## src/rtl/dac_frame_sequencer_if.sv

```systemverilog
// dac_frame_sequencer_if: sample-frame input plus the DAC serialiser Send/Ready handshake.
interface dac_frame_sequencer_if #(parameter int NUM_CH = 4);
    logic                 strobe;
    logic [16*NUM_CH-1:0] samples;
    logic [NUM_CH-1:0]    ch_enable;
    logic                 dac_ready;
    logic [23:0]          dac_data;
    logic                 dac_send;
    logic                 busy;
    logic                 frame_done;
    logic                 overrun;
    logic                 timeout;
    modport master (input strobe, samples, ch_enable, dac_ready,
                    output dac_data, dac_send, busy, frame_done, overrun, timeout);
    modport slave (output strobe, samples, ch_enable, dac_ready,
                   input dac_data, dac_send, busy, frame_done, overrun, timeout);
endinterface

```

## src/rtl/dac_frame_sequencer.sv

```systemverilog
// dac_frame_sequencer: latches a frame of per-channel samples and feeds them as {cmd,addr,data}
// words to the SPI DAC serialiser, the last enabled channel carrying the update command.
module dac_frame_sequencer #(
    parameter int         NUM_CH     = 4,
    parameter logic [3:0] WRITE_CMD  = 4'h1,
    parameter logic [3:0] UPDATE_CMD = 4'h3,
    parameter logic [7:0] TIMEOUT    = 8'd255
) (
    input logic i_Clock,
    input logic i_Reset,
    dac_frame_sequencer_if.master bus
);
    localparam int PW = $clog2(NUM_CH + 1);
    typedef enum logic [2:0] {IDLE, LOAD, REQUEST, WAIT_DONE, DONE} state_t;
    state_t               state;
    logic [16*NUM_CH-1:0] act_samples, pend_samples;
    logic [NUM_CH-1:0]    act_en, pend_en;
    logic                 pend_full, seen_high;
    logic [PW-1:0]        ch_ptr, cur_ch, sel;
    logic [7:0]           cnt;
    logic                 found, higher;
    logic [3:0]           addr;
    logic [15:0]          data;

    // lowest enabled channel at or above ch_ptr, and whether any enabled channel follows it
    always_comb begin
        found = 1'b0;
        higher = 1'b0;
        sel = '0;
        addr = '0;
        data = '0;
        for (int n = 0; n < NUM_CH; n++) begin
            if (act_en[n] && PW'(n) >= ch_ptr) begin
                if (found) higher = 1'b1;
                else begin
                    found = 1'b1;
                    sel = PW'(n);
                    addr = 4'(1 << n);
                    data = act_samples[16*n +: 16];
                end
            end
        end
    end

    always_ff @(posedge i_Clock) begin
        if (i_Reset) begin
            state <= IDLE;
            pend_full <= 1'b0;
            seen_high <= 1'b0;
            ch_ptr <= '0;
            cur_ch <= '0;
            cnt <= '0;
            bus.dac_data <= '0;
            bus.dac_send <= 1'b0;
            bus.busy <= 1'b0;
            bus.frame_done <= 1'b0;
            bus.overrun <= 1'b0;
            bus.timeout <= 1'b0;
        end else begin
            bus.frame_done <= 1'b0;
            bus.overrun <= bus.strobe && bus.busy && pend_full && state != DONE;
            case (state)
                IDLE: if (bus.strobe || pend_full) begin
                    act_samples <= bus.strobe ? bus.samples : pend_samples;
                    act_en <= bus.strobe ? bus.ch_enable : pend_en;
                    if (!bus.strobe) pend_full <= 1'b0;
                    ch_ptr <= '0;
                    bus.busy <= 1'b1;
                    state <= LOAD;
                end
                LOAD: if (found) begin
                    bus.dac_data <= {higher ? WRITE_CMD : UPDATE_CMD, addr, data};
                    bus.dac_send <= 1'b1;
                    cur_ch <= sel;
                    cnt <= '0;
                    seen_high <= 1'b0;
                    state <= REQUEST;
                end else begin
                    bus.frame_done <= 1'b1;
                    state <= DONE;
                end
                // a low Ready only counts as acceptance once Ready was seen high in this request
                REQUEST: if (!bus.dac_ready && seen_high) begin
                    bus.dac_send <= 1'b0;
                    cnt <= '0;
                    state <= WAIT_DONE;
                end else if (cnt == TIMEOUT) begin
                    bus.timeout <= 1'b1;
                    bus.dac_send <= 1'b0;
                    state <= DONE;
                end else begin
                    cnt <= cnt + 8'd1;
                    seen_high <= seen_high | bus.dac_ready;
                end
                WAIT_DONE: if (bus.dac_ready) begin
                    ch_ptr <= cur_ch + PW'(1);
                    state <= LOAD;
                end else if (cnt == TIMEOUT) begin
                    bus.timeout <= 1'b1;
                    state <= DONE;
                end else cnt <= cnt + 8'd1;
                DONE: if (pend_full) begin
                    act_samples <= pend_samples;
                    act_en <= pend_en;
                    pend_full <= 1'b0;
                    ch_ptr <= '0;
                    state <= LOAD;
                end else begin
                    bus.busy <= 1'b0;
                    state <= IDLE;
                end
                default: state <= IDLE;
            endcase
            if (bus.strobe && bus.busy) begin
                pend_samples <= bus.samples;
                pend_en <= bus.ch_enable;
                pend_full <= 1'b1;
            end
        end
    end
endmodule

```

## src/flat_wrapper.sv

```systemverilog
// flat-port wrapper written by rule: the top's interface ports become plain ports
module dac_frame_sequencer_flat 
#(
    parameter int         NUM_CH     = 4,
    parameter logic [3:0] WRITE_CMD  = 4'h1,
    parameter logic [3:0] UPDATE_CMD = 4'h3,
    parameter logic [7:0] TIMEOUT    = 8'd255
)
  (i_Clock, i_Reset, bus_strobe, bus_samples, bus_ch_enable, bus_dac_ready, bus_dac_data, bus_dac_send, bus_busy, bus_frame_done, bus_overrun, bus_timeout);
  dac_frame_sequencer_if #(.NUM_CH(NUM_CH)) bus_i ();
  input logic i_Clock;
  input logic i_Reset;
  input wire logic [$bits(bus_i.strobe)-1:0] bus_strobe;
  input wire logic [$bits(bus_i.samples)-1:0] bus_samples;
  input wire logic [$bits(bus_i.ch_enable)-1:0] bus_ch_enable;
  input wire logic [$bits(bus_i.dac_ready)-1:0] bus_dac_ready;
  output wire logic [$bits(bus_i.dac_data)-1:0] bus_dac_data;
  output wire logic [$bits(bus_i.dac_send)-1:0] bus_dac_send;
  output wire logic [$bits(bus_i.busy)-1:0] bus_busy;
  output wire logic [$bits(bus_i.frame_done)-1:0] bus_frame_done;
  output wire logic [$bits(bus_i.overrun)-1:0] bus_overrun;
  output wire logic [$bits(bus_i.timeout)-1:0] bus_timeout;
  assign bus_i.strobe = bus_strobe;
  assign bus_i.samples = bus_samples;
  assign bus_i.ch_enable = bus_ch_enable;
  assign bus_i.dac_ready = bus_dac_ready;
  assign bus_dac_data = bus_i.dac_data;
  assign bus_dac_send = bus_i.dac_send;
  assign bus_busy = bus_i.busy;
  assign bus_frame_done = bus_i.frame_done;
  assign bus_overrun = bus_i.overrun;
  assign bus_timeout = bus_i.timeout;
  dac_frame_sequencer #(.NUM_CH(NUM_CH), .WRITE_CMD(WRITE_CMD), .UPDATE_CMD(UPDATE_CMD), .TIMEOUT(TIMEOUT)) u_core (.i_Clock(i_Clock), .i_Reset(i_Reset), .bus(bus_i));
endmodule
```

## config.mk

```make
export PLATFORM = sky130hd
export DESIGN_NAME = dac_frame_sequencer_flat
export DESIGN_NICKNAME = d
export VERILOG_FILES = /design/src/rtl/dac_frame_sequencer_if.sv /design/src/rtl/dac_frame_sequencer.sv /design/src/flat_wrapper.sv
export SDC_FILE = /design/constraint.sdc
export NUM_CORES = 1
export LEC_CHECK = 0
export ABC_AREA = 1
export CAP_MARGIN = 20
export CELL_PAD_IN_SITES_DETAIL_PLACEMENT = 1
export CELL_PAD_IN_SITES_GLOBAL_PLACEMENT = 2
export CORE_MARGIN = 2
export CORE_UTILIZATION = 33
export CTS_CLUSTER_DIAMETER = 30
export CTS_CLUSTER_SIZE = 28
export DETAILED_ROUTE_END_ITERATION = 6
export GPL_TIMING_DRIVEN = 0
export PLACE_DENSITY = 0.86
export SYNTH_ARGS = -nofsm -noshare
export SYNTH_HDL_FRONTEND = slang
export SYNTH_SLANG_ARGS = --single-unit
export TNS_END_PERCENT = 1
```

## constraint.sdc

```tcl
create_clock -name i_Clock -period 4.95 [get_ports i_Clock]
set_input_delay 1.485 -clock i_Clock [delete_from_list [all_inputs] [get_ports i_Clock]]
set_output_delay 1.485 -clock i_Clock [all_outputs]
set_load 0.01 [all_outputs]
```

==> flow_metrics.env <==
export IMPL_clock_skew_ns=0.0138
export IMPL_slew_headroom_pct=39.0
export IMPL_ys_top_cells_by_count="136 x edfxtp_1, 108 x nand2_1, 63 x nor2_1, 60 x mux2_2, 48 x nand3_1"
export IMPL_p_leak_nw=3.44
export IMPL_yosys_most_used_dff="edfxtp_1"
export IMPL_synth_edf_count=136
export IMPL_hold_depth=2
export IMPL_drive_gt1_share_pct=19.1
export IMPL_syn_to_final_growth_pct=26.5
export IMPL_max_freq_ghz=0.327
export IMPL_cpPeakStageDelay_ns=0.58
export IMPL_synth_distinct_cells=33
export IMPL_rsz0062_at_grt="no"
export IMPL_synth_warnings=0
export IMPL_grt_start_max_net_pins=69
export IMPL_ioPinCount=101
export IMPL_synth_seq_area_share_pct=66.3
export IMPL_stdcell_count=1034
export IMPL_grt_use_total_pct=16.3
export IMPL_antenna_found_initial=0
export IMPL_min_to="u_core.seen_high"
export IMPL_wl_um=18700
export IMPL_netlist_instances=616
export IMPL_yosys_top_cells_area="edfxtp_1 54%, dfxtp_1 12%, mux2_2 9.0%"
export IMPL_hold_viol=0
export IMPL_first_pass_iters=4
export IMPL_gp_congestion=0.753
export IMPL_post_cts_setup_buffer_count=0
export IMPL_synth_top_area_share_pct=54.3
export IMPL_min_period_over_period_pct=61.7
export IMPL_fill_cells=2383
export IMPL_r2r_start="u_core.state[0]"
export IMPL_outcome="finished, final reports clean"
export IMPL_critPathCaptureType="flip-flop"
export IMPL_synth_area_sq_mm=0.00752
export IMPL_fp_row_count=55
export IMPL_wl_per_cell_um=18.0
export IMPL_r2r_setup_slack_ns=2.96
export IMPL_clock_sinks=181
export IMPL_diodes=0
export IMPL_r2r_end="u_core.act_samples[34]"
export IMPL_cp_max_fo=29
export IMPL_die_area_sq_mm=0.0240
export IMPL_maxSlewViolCount=0
export IMPL_path_clk_slew_ns=0.08
export IMPL_core_area_sq_mm=0.0225
export IMPL_htreeDepth=4
export IMPL_ctsResizeCount=0
export IMPL_cts_buffer_depth=2
export IMPL_power_density_mw_per_mm2=542
export IMPL_register_area_sq_mm=0.00498
export IMPL_finalSetupViolations=0
export IMPL_worstPathArrival_ns=3.19
export IMPL_period_minus_slack_ns=3.05
export IMPL_async_reset_ff_share_pct=0
export IMPL_die_y_um=155
export IMPL_worstMarginPinSlew_ns=0.916
export IMPL_grt_pass1_vias=5373
export IMPL_insertion_delay_ns=0.43
export IMPL_cts_buffers=17
export IMPL_postRouteAntennaNets=0
export IMPL_hold_ws_ns=0.460
export IMPL_vias=4927
export IMPL_cp_slowest_cell="clkdlybuf4s50_1"
export IMPL_postSynthAreaPerCell_sq_um=12.2
export IMPL_cp_required_ns=5.09
export IMPL_io_buffers=97
export IMPL_rr_worst_depth=9
export IMPL_chipWidth_um=155
export IMPL_critical_path_class="input port to flip-flop"
export IMPL_drc_errors=0
export IMPL_grt_pass1_wl_um=29500
export IMPL_place_inst=1002
export IMPL_ys_ff_latch=181
export IMPL_cts_tree="done"
export IMPL_hold_buffers=0
export IMPL_start_util_pct=33.4
export IMPL_worstHoldStart="u_core.seen_high"
export IMPL_gr_total_overflow=0
export IMPL_startpoint_type="input port"
export IMPL_path_cells="clkdlybuf4s50_1 -> nor2_1 -> nand3_1 -> nand3_1 -> nor2_4 -> buf_12 -> buf_16 -> buf_16"
export IMPL_multi_input_area_sq_mm=0.00225
export IMPL_vdd_ir_drop_worst_uv=197
export IMPL_via_per_inst=4.76
export IMPL_root_buffer="clkbuf_16"
export IMPL_nets=810
export IMPL_cap_violations=0
export IMPL_drt_initial_drc_count=259
export IMPL_hold_class="flip-flop to flip-flop"
export IMPL_dpl_hpwl_um=13100
export IMPL_yosysMostFrequentCell="edfxtp_1"
export IMPL_synth_top_cell_by_area="edfxtp_1"
## cell type report
type,count,share of cell area (%)
Buffer,23,1.66
Clock buffer,17,4.47
Clock inverter,15,1.63
Inverter,38,1.52
Multi-Input combinational cell,375,23.6
Sequential cell,181,52.4
Tap cell,285,3.75
Timing Repair Buffer,100,11.0
## metal layers
layer / wire length [um] / vias up / GRT usage (%) / share of wire [%]
met4: 368 / 0 / 5.78 / 2.0
met2: 9540 / 96 / 28.6 / 51
met1: 8110 / 2414 / 19.8 / 43
li1: - / 2394 / - / -
met3: 631 / 23 / 3.34 / 3.4
met5: 0 / - / 0 / 0
## how the worst max path moves through the flow
stage	start	to	slack, ns	cells past startpoint
after floorplan	i_Reset	u_core.act_en[0]	0.87	3
after global placement	bus_strobe	u_core.act_samples[52]	-0.48	5
after detailed placement	bus_strobe	u_core.act_samples[20]	1.47	8
after CTS	bus_strobe	u_core.act_samples[0]	1.90	8
after global routing	bus_strobe	u_core.act_samples[34]	1.79	8
final	bus_strobe	u_core.act_samples[34]	1.90	8
## critical path, delay by kind of cell
kind	cells	cell delay, ns
AND/OR/NAND/NOR	4	0.50
buffers and inverters	4	1.19
## stage by stage
step / instance area [sq um] / util [%] / power (W) / setup TNS [ns] / setup slack, ns
final: 9520 / 42.3 / 0.00516 / 0 / 1.90
after global routing: 9520 / 42.3 / 0.00545 / 0 / 1.79
after CTS: 9520 / 42.3 / 0.00521 / 0 / 1.90
after detailed placement: 8940 / 39.7 / 0.00383 / 0 / 1.47
after global placement: 8860 / 39.4 / 0.00373 / -32.56 / -0.482
after floorplan: 7530 / - / 0.00314 / 0 / 0.874
## cell families after synthesis
family,share of synthesized area (%)
flip-flops,66.3
AND/OR/NAND/NOR,15.3
buffers and inverters,3.99
other,0.0498
AO/OA/AOI/OAI,3.92
multiplexers,10.2
adder cells (fa/ha/maj),0.333
## placed cells by master, fill, tap and decap left out, types with 5 or more instances in the layout
cell type / n
nand3_1: 48
clkdlybuf4s50_1: 97
a21oi_1: 20
clkbuf_1: 5
clkbuf_16: 17
edfxtp_1: 136
mux2_1: 8
mux2_2: 60
buf_2: 6
nand2_4: 6
nand2_1: 108
nor2_1: 62
inv_8: 6
buf_4: 7
nor2_4: 5
o21ai_0: 25
inv_2: 6
buf_6: 5
dfxtp_1: 45
nand4_1: 6
inv_1: 31
## sequential cells by signal, indices dropped and copies added (netlist names), 2 cells and up
name	count
u_core.act_en	4
u_core.cnt	8
u_core.bus.dac_data	22
u_core.pend_en	4
u_core.cur_ch	2
u_core.state	3
u_core.ch_ptr	3
u_core.act_samples	64
u_core.pend_samples	64
## power by group
group | leakage, nW | internal (W) | switching (W) | total [W]
sequential | 1.62 | 0.00200 | 0.000156 | 0.00216
clock | 0.281 | 0.000717 | 0.000647 | 0.00136
combinational | 1.53 | 0.000638 | 0.000997 | 0.00164
(Power assumes the default switching activity.)
